### config.mk
export PLATFORM = sky130hd
export DESIGN_NAME = uart_rx_cfg
export DESIGN_NICKNAME = d
export VERILOG_FILES = /design/src/rtl/uart_rx_cfg.sv
export SDC_FILE = /design/constraint.sdc
export NUM_CORES = 1
export LEC_CHECK = 0
export BUFFER_PORTS_ARGS = -buffer_cell sky130_fd_sc_hd__buf_2
export CAP_MARGIN = 30
export CORE_MARGIN = 3
export CORE_UTILIZATION = 58
export CTS_CLUSTER_SIZE = 12
export DETAILED_ROUTE_END_ITERATION = 16
export PLACE_DENSITY = 0.87
export SYNTH_ARGS = -nofsm -noshare
export SYNTH_HDL_FRONTEND = slang
export SYNTH_SLANG_ARGS = --single-unit
export TNS_END_PERCENT = 20
### constraint.sdc
create_clock -name clk -period 2.6 [get_ports clk]
set_clock_uncertainty 0.05 [all_clocks]
set_input_delay 0.52 -clock clk [delete_from_list [all_inputs] [get_ports clk]]
set_output_delay 0.52 -clock clk [all_outputs]
set_load 0.03 [all_outputs]
### src/rtl/uart_rx_cfg.sv
// Oversampled UART receiver with configurable word length, parity and stop bits.
// Held word plus error flags are presented on a data_ready / data_ack handshake.
module uart_rx_cfg #(
  parameter int DATA_BITS  = 8,
  parameter int OVERSAMPLE = 16,
  parameter int STOP_BITS  = 1
) (
  input  logic                 clk,
  input  logic                 reset,
  input  logic                 rx_en,
  input  logic                 sample_tick,
  input  logic [1:0]           parity_mode,
  input  logic                 rx,
  input  logic                 data_ack,
  output logic [DATA_BITS-1:0] data_out,
  output logic                 data_ready,
  output logic                 parity_error,
  output logic                 stop_error,
  output logic                 overrun_error
);

  localparam int CW = $clog2(OVERSAMPLE);
  localparam logic [CW-1:0] HALF_TC   = CW'(OVERSAMPLE / 2 - 1);
  localparam logic [CW-1:0] FULL_TC   = CW'(OVERSAMPLE - 1);
  localparam logic [3:0]    LAST_DATA = 4'(DATA_BITS - 1);
  localparam logic [3:0]    LAST_STOP = 4'(STOP_BITS - 1);

  typedef enum logic [2:0] {
    S_IDLE,
    S_START,
    S_DATA,
    S_PARITY,
    S_STOP
  } state_t;

  state_t                 state_q, state_d;
  logic                   rx_meta_q, rx_meta_d;
  logic                   rx_s_q, rx_s_d;
  logic                   armed_q, armed_d;
  logic [CW-1:0]          cnt_q, cnt_d;
  logic [3:0]             bit_idx_q, bit_idx_d;
  logic [1:0]             mode_q, mode_d;
  logic [DATA_BITS-1:0]   shift_q, shift_d;
  logic                   par_flag_q, par_flag_d;
  logic                   stop_flag_q, stop_flag_d;
  logic                   done_q, done_d;
  logic [DATA_BITS-1:0]   data_out_q, data_out_d;
  logic                   data_ready_q, data_ready_d;
  logic                   perr_q, perr_d;
  logic                   serr_q, serr_d;
  logic                   ovr_q, ovr_d;
  logic                   mid_bit;
  logic                   parity_on;

  always_comb begin
    rx_meta_d    = rx;
    rx_s_d       = rx_meta_q;
    state_d      = state_q;
    armed_d      = armed_q;
    cnt_d        = cnt_q;
    bit_idx_d    = bit_idx_q;
    mode_d       = mode_q;
    shift_d      = shift_q;
    par_flag_d   = par_flag_q;
    stop_flag_d  = stop_flag_q;
    done_d       = 1'b0;
    data_out_d   = data_out_q;
    data_ready_d = data_ready_q;
    perr_d       = perr_q;
    serr_d       = serr_q;
    ovr_d        = ovr_q;
    mid_bit      = sample_tick && (cnt_q == FULL_TC);
    parity_on    = mode_q[0] ^ mode_q[1];

    if (sample_tick && state_q != S_IDLE && !mid_bit) begin
      cnt_d = cnt_q + CW'(1);
    end

    case (state_q)
      S_IDLE: begin
        if (sample_tick) begin
          if (rx_s_q) begin
            armed_d = 1'b1;
          end else if (rx_en && armed_q) begin
            state_d = S_START;
            armed_d = 1'b0;
            cnt_d   = '0;
          end
        end
      end
      S_START: begin
        // The start bit is confirmed half a bit after the falling edge.
        if (sample_tick && cnt_q == HALF_TC) begin
          cnt_d = '0;
          if (!rx_s_q) begin
            state_d     = S_DATA;
            bit_idx_d   = '0;
            mode_d      = parity_mode;
            shift_d     = '0;
            par_flag_d  = 1'b0;
            stop_flag_d = 1'b0;
          end else begin
            state_d = S_IDLE;
          end
        end
      end
      S_DATA: begin
        if (mid_bit) begin
          cnt_d = '0;
          for (int i = 0; i < DATA_BITS; i++) begin
            if (bit_idx_q == 4'(i)) shift_d[i] = rx_s_q;
          end
          if (bit_idx_q == LAST_DATA) begin
            bit_idx_d = '0;
            state_d   = parity_on ? S_PARITY : S_STOP;
          end else begin
            bit_idx_d = bit_idx_q + 4'd1;
          end
        end
      end
      S_PARITY: begin
        if (mid_bit) begin
          cnt_d      = '0;
          par_flag_d = rx_s_q != ((^shift_q) ^ mode_q[1]);
          state_d    = S_STOP;
        end
      end
      S_STOP: begin
        if (mid_bit) begin
          cnt_d = '0;
          if (!rx_s_q) stop_flag_d = 1'b1;
          if (bit_idx_q == LAST_STOP) begin
            done_d  = 1'b1;
            state_d = S_IDLE;
          end else begin
            bit_idx_d = bit_idx_q + 4'd1;
          end
        end
      end
      default: state_d = S_IDLE;
    endcase

    // Dropping the enable discards any partial frame.
    if (state_q != S_IDLE && !rx_en) begin
      state_d = S_IDLE;
      cnt_d   = '0;
      done_d  = 1'b0;
    end

    if (done_q) begin
      data_out_d   = shift_q;
      perr_d       = par_flag_q;
      serr_d       = stop_flag_q;
      data_ready_d = 1'b1;
      if (data_ready_q && !data_ack) ovr_d = 1'b1;
    end else if (data_ack && data_ready_q) begin
      data_ready_d = 1'b0;
      ovr_d        = 1'b0;
    end
  end

  always_ff @(posedge clk) begin
    if (reset) begin
      state_q      <= S_IDLE;
      rx_meta_q    <= 1'b1;
      rx_s_q       <= 1'b1;
      armed_q      <= 1'b0;
      cnt_q        <= '0;
      bit_idx_q    <= '0;
      mode_q       <= '0;
      shift_q      <= '0;
      par_flag_q   <= 1'b0;
      stop_flag_q  <= 1'b0;
      done_q       <= 1'b0;
      data_out_q   <= '0;
      data_ready_q <= 1'b0;
      perr_q       <= 1'b0;
      serr_q       <= 1'b0;
      ovr_q        <= 1'b0;
    end else begin
      state_q      <= state_d;
      rx_meta_q    <= rx_meta_d;
      rx_s_q       <= rx_s_d;
      armed_q      <= armed_d;
      cnt_q        <= cnt_d;
      bit_idx_q    <= bit_idx_d;
      mode_q       <= mode_d;
      shift_q      <= shift_d;
      par_flag_q   <= par_flag_d;
      stop_flag_q  <= stop_flag_d;
      done_q       <= done_d;
      data_out_q   <= data_out_d;
      data_ready_q <= data_ready_d;
      perr_q       <= perr_d;
      serr_q       <= serr_d;
      ovr_q        <= ovr_d;
    end
  end

  assign data_out      = data_out_q;
  assign data_ready    = data_ready_q;
  assign parity_error  = perr_q;
  assign stop_error    = serr_q;
  assign overrun_error = ovr_q;

endmodule

==> key figures <==
Outcome
  • Status: finished, final reports clean

Critical path
  • Worst EP required: 2.80 ns
  • Worst path cell trace: or4b_4 -> or3_2 -> o31ai_4 -> mux2i_1 -> nor2_1
  • Element type at the critical path start: flop
  • CP Data Arrival Time: 2.29 ns
  • Crit Path Category: reg -> reg
  • Slowest CP cell: or4b_4
  • Worst path max stage delay: 0.59 ns
  • Critical Path Sink Type: flop
  • Crit path max fanout: 14

Routing
  • Detail Route Antenna Nets: 0
  • Metal2 WL: 1940 um
  • DR pass1 iterations: 4
  • Vias per cell: 5.753
  • Routed wl met3: 251 um
  • Highest Signal Layer: met4
  • M1 WL: 1817 um
  • First DRT Iteration DRCs: 126
  • DR vias: 1703
  • Routed length per instance: 13.71 um
  • Drt drc: 0
  • Final wirelength: 4059 um

Yosys
  • Largest family of logic cells by synthesized area: simple AND/OR/NAND/NOR gates
  • Simple-gate share of the synthesized area: 22.05%
  • Number of synthesized flops with an enable pin: 0
  • Post-Synth Adder-Cell Area: 3.106%
  • Yosys top cell area share: 38.76%
  • Compound-cell area share of the yosys netlist: 18.88%
  • Main synth FF type: dfxtp_1
  • Top cell type by total area after synthesis: dfxtp_1
  • Syn_nets: 246
  • Avg Cell Area, Syn: 8.646 um^2
  • Post-synthesis mux area share: 6.957%
  • Seq/Total Area, Yosys: 38.76%
  • Seq cells post-synth: 39
  • Netlist cell types: 50
  • Synth warnings: 0
  • Post-synthesis xor/xnor area fraction: 5.466%
  • Post-synth ARST share: 0%
  • Ranking of synthesized cells by area: dfxtp_1 (39%), mux2i_1 (7.0%), a21oi_1 (6.5%), nor2_1 (5.2%), xnor2_1 (4.3%)
  • Mapped Area: 0.002014 mm^2
  • Mapped Cells: 233

Timing
  • Final min period: 2.095 ns
  • Final number of max-transition violations: 0
  • Worst slew pin tran: 0.6451 ns
  • Fmax: 0.4774 GHz
  • TNS Setup: 0 ns
  • Count of final hold-check violations: 0
  • Tcrit/Tclk final: 80.57%
  • Final Setup Violations: 0
  • Relative slew slack: 56.94%
  • RSZ-0062 raised after global routing: false

Clocking
  • Inserted Clock Buffers: 5
  • Root Driver: clkbuf_4
  • Clk sinks: 39
  • Reg clk slew, reported paths: 0.12 ns
  • TritonCTS clock tree: yes
  • Clk buf depth: 2
  • CTS resizes: 0
  • Postcts setup bufs: 0
  • Hold_buf cts: 0
  • Clock Latency Late Sink: 0.35 ns
  • CTS H-tree lvls: 2

Power
  • Power Total: 0.0009404 W
  • Sw frac: 23.81%
  • VDD IR max: 0.0003450 V
  • Combinational power share: 3.1%
  • Pint: 0.0007165 W
  • LEAKAGE: 0.8140 nW
  • Part of the power in the clock network: 32.8%
  • Cell Pwr Density: 430.2 mW/mm^2
  • Share of power burned in registers: 64.1%
  • P_sw: 0.0002239 W

Flow run
  • Max-cap violations: 0

GRT
  • Vias in the first global route: 1468
  • Number of antenna violations at the first check in global routing: 0
  • First-pass GRT wire length: 6900 um
  • Largest net degree at the start of global routing: 33
  • GRT Residual Overflow: 0
  • All-Layer GR Usage: 21.24%

Placed design
  • Port Buffers: 19
  • GPL Wtd Cong: 0.8746
  • Detail Placement HPWL: 3018 um

Floorplan
  • Die H: 64.94 um
  • Core Region: 0.003178 mm^2
  • DIE WIDTH: 64.94 um
  • Starting Density: 63.39%
  • Die ar.: 0.004217 mm^2
  • # rows: 20
  • # IOs: 20

Final layout
  • Share of layout cells above drive strength 1: 16.27%
  • Area delta synth->final: 8.509%
  • Nets: 264
  • Antenna cells: 0

Hold path
  • HP Class: in -> reg
[synthesized netlist by cell type (2+ instances only)]
master / count
buf_6: 2
or3_1: 3
nand3_1: 8
a21oi_1: 26
nand2_1: 14
o21ai_0: 14
inv_1: 9
buf_2: 2
nor4_1: 2
dfxtp_1: 39
mux2i_1: 14
xnor2_1: 10
or2_2: 2
nor2b_1: 4
nor3_1: 3
o21bai_1: 2
and3_1: 3
ha_1: 5
nor2_1: 28
nand3b_1: 4
or3b_2: 2
clkbuf_1: 7
nand4_1: 2
o31ai_1: 2
[flip-flops by register name (all words and copies together), names as in the netlist]
| register | flops |
|---|---|
| mode_q | 2 |
| done_q | 1 |
| bit_idx_q | 4 |
| overrun_error | 1 |
| par_flag_q | 1 |
| state_q | 3 |
| stop_error | 1 |
| armed_q | 1 |
| parity_error | 1 |
| rx_s_q | 1 |
| stop_flag_q | 1 |
| cnt_q | 4 |
| rx_meta_q | 1 |
| data_out | 8 |
| shift_q | 8 |
| data_ready | 1 |
[critical path, delay by kind of cell (launching register included)]
kind | cells | cell delay (ns)
multiplexers | 1 | 0.23
AND/OR/NAND/NOR | 3 | 1.17
AO/OA/AOI/OAI | 1 | 0.10
flip-flops | 1 | 0.45
[final timing paths]
check | from | end | slack, ns | cells after the start
min reg2reg | rx_meta_q | rx_s_q | 0.38 | 1
max reg2reg | state_q[1] | shift_q[0] | 0.51 | 5
min | rx | rx_meta_q | 0.29 | 2
max | state_q[1] | shift_q[0] | 0.51 | 5
[power by group through the flow]
stage               registers, W  clock network, W  logic (W)
floorplan               0.000615                 0  0.0000182
global placement        0.000616                 0  0.0000294
detailed placement      0.000616                 0  0.0000293
CTS                     0.000602          0.000313  0.0000294
global route            0.000603          0.000338  0.0000333
finish                  0.000602          0.000309  0.0000292
[layer usage]
layer	vias to the layer above	track usage, %
met5	-	0
met4	0	6.596
met3	7	7.106
met2	48	33.84
met1	794	27.02
li1	854	-
[cell families (layout without fill, tap and decap cells)]
kind of cell / count (synthesis) / in the layout
multiplexers: 14 / 14
flip-flops: 39 / 39
buffers and inverters: 21 / 40
AND/OR/NAND/NOR: 85 / 85
adder cells (fa/ha/maj): 5 / 5
XOR/XNOR: 11 / 11
AO/OA/AOI/OAI: 58 / 58
[cell type report]
type                    instances  area (um^2)
flip-flops and latches         39        780.7
fillers                       270        992.2
inverters                       9        33.78
clock inverters                 2        12.51
well taps                      44        55.05
multi-input cells             173         1137
clock buffers                   6        41.29
repair buffers                 23        125.1
[metrics by stage]
stage	hold slack, ns	utilization [%]	std cells	setup slack, ns	cell area (um^2)
3_3_place_gp	0.3470	67.09	288	0.5878	2132
4_1_cts	0.2817	68.78	296	0.5065	2186
6_report	0.2886	68.78	296	0.5052	2186
2_1_floorplan	0.3395	-	233	0.6100	2014
5_1_grt	0.2715	68.78	296	0.3999	2186
3_5_place_dp	0.3524	67.09	288	0.5304	2132
[cells in the final DEF (no fill, tap or decap), types with 2 or more instances in the layout]
cell,netlist,final
nand3_1,8,8
nor3_1,3,3
o21bai_1,2,2
ha_1,5,5
and3_1,3,3
dfxtp_1,39,39
buf_4,0,4
or3b_2,2,2
xnor2_1,10,10
nor2b_1,4,4
nor2_1,28,28
inv_1,9,9
nor4_1,2,2
buf_2,2,19
or3_1,3,3
o31ai_1,2,2
nand4_1,2,2
or2_2,2,2
a21oi_1,26,26
mux2i_1,14,14
nand3b_1,4,4
nand2_1,14,14
o21ai_0,14,14
clkbuf_4,0,5
No activity file was read; power rests on OpenSTA's default activity.
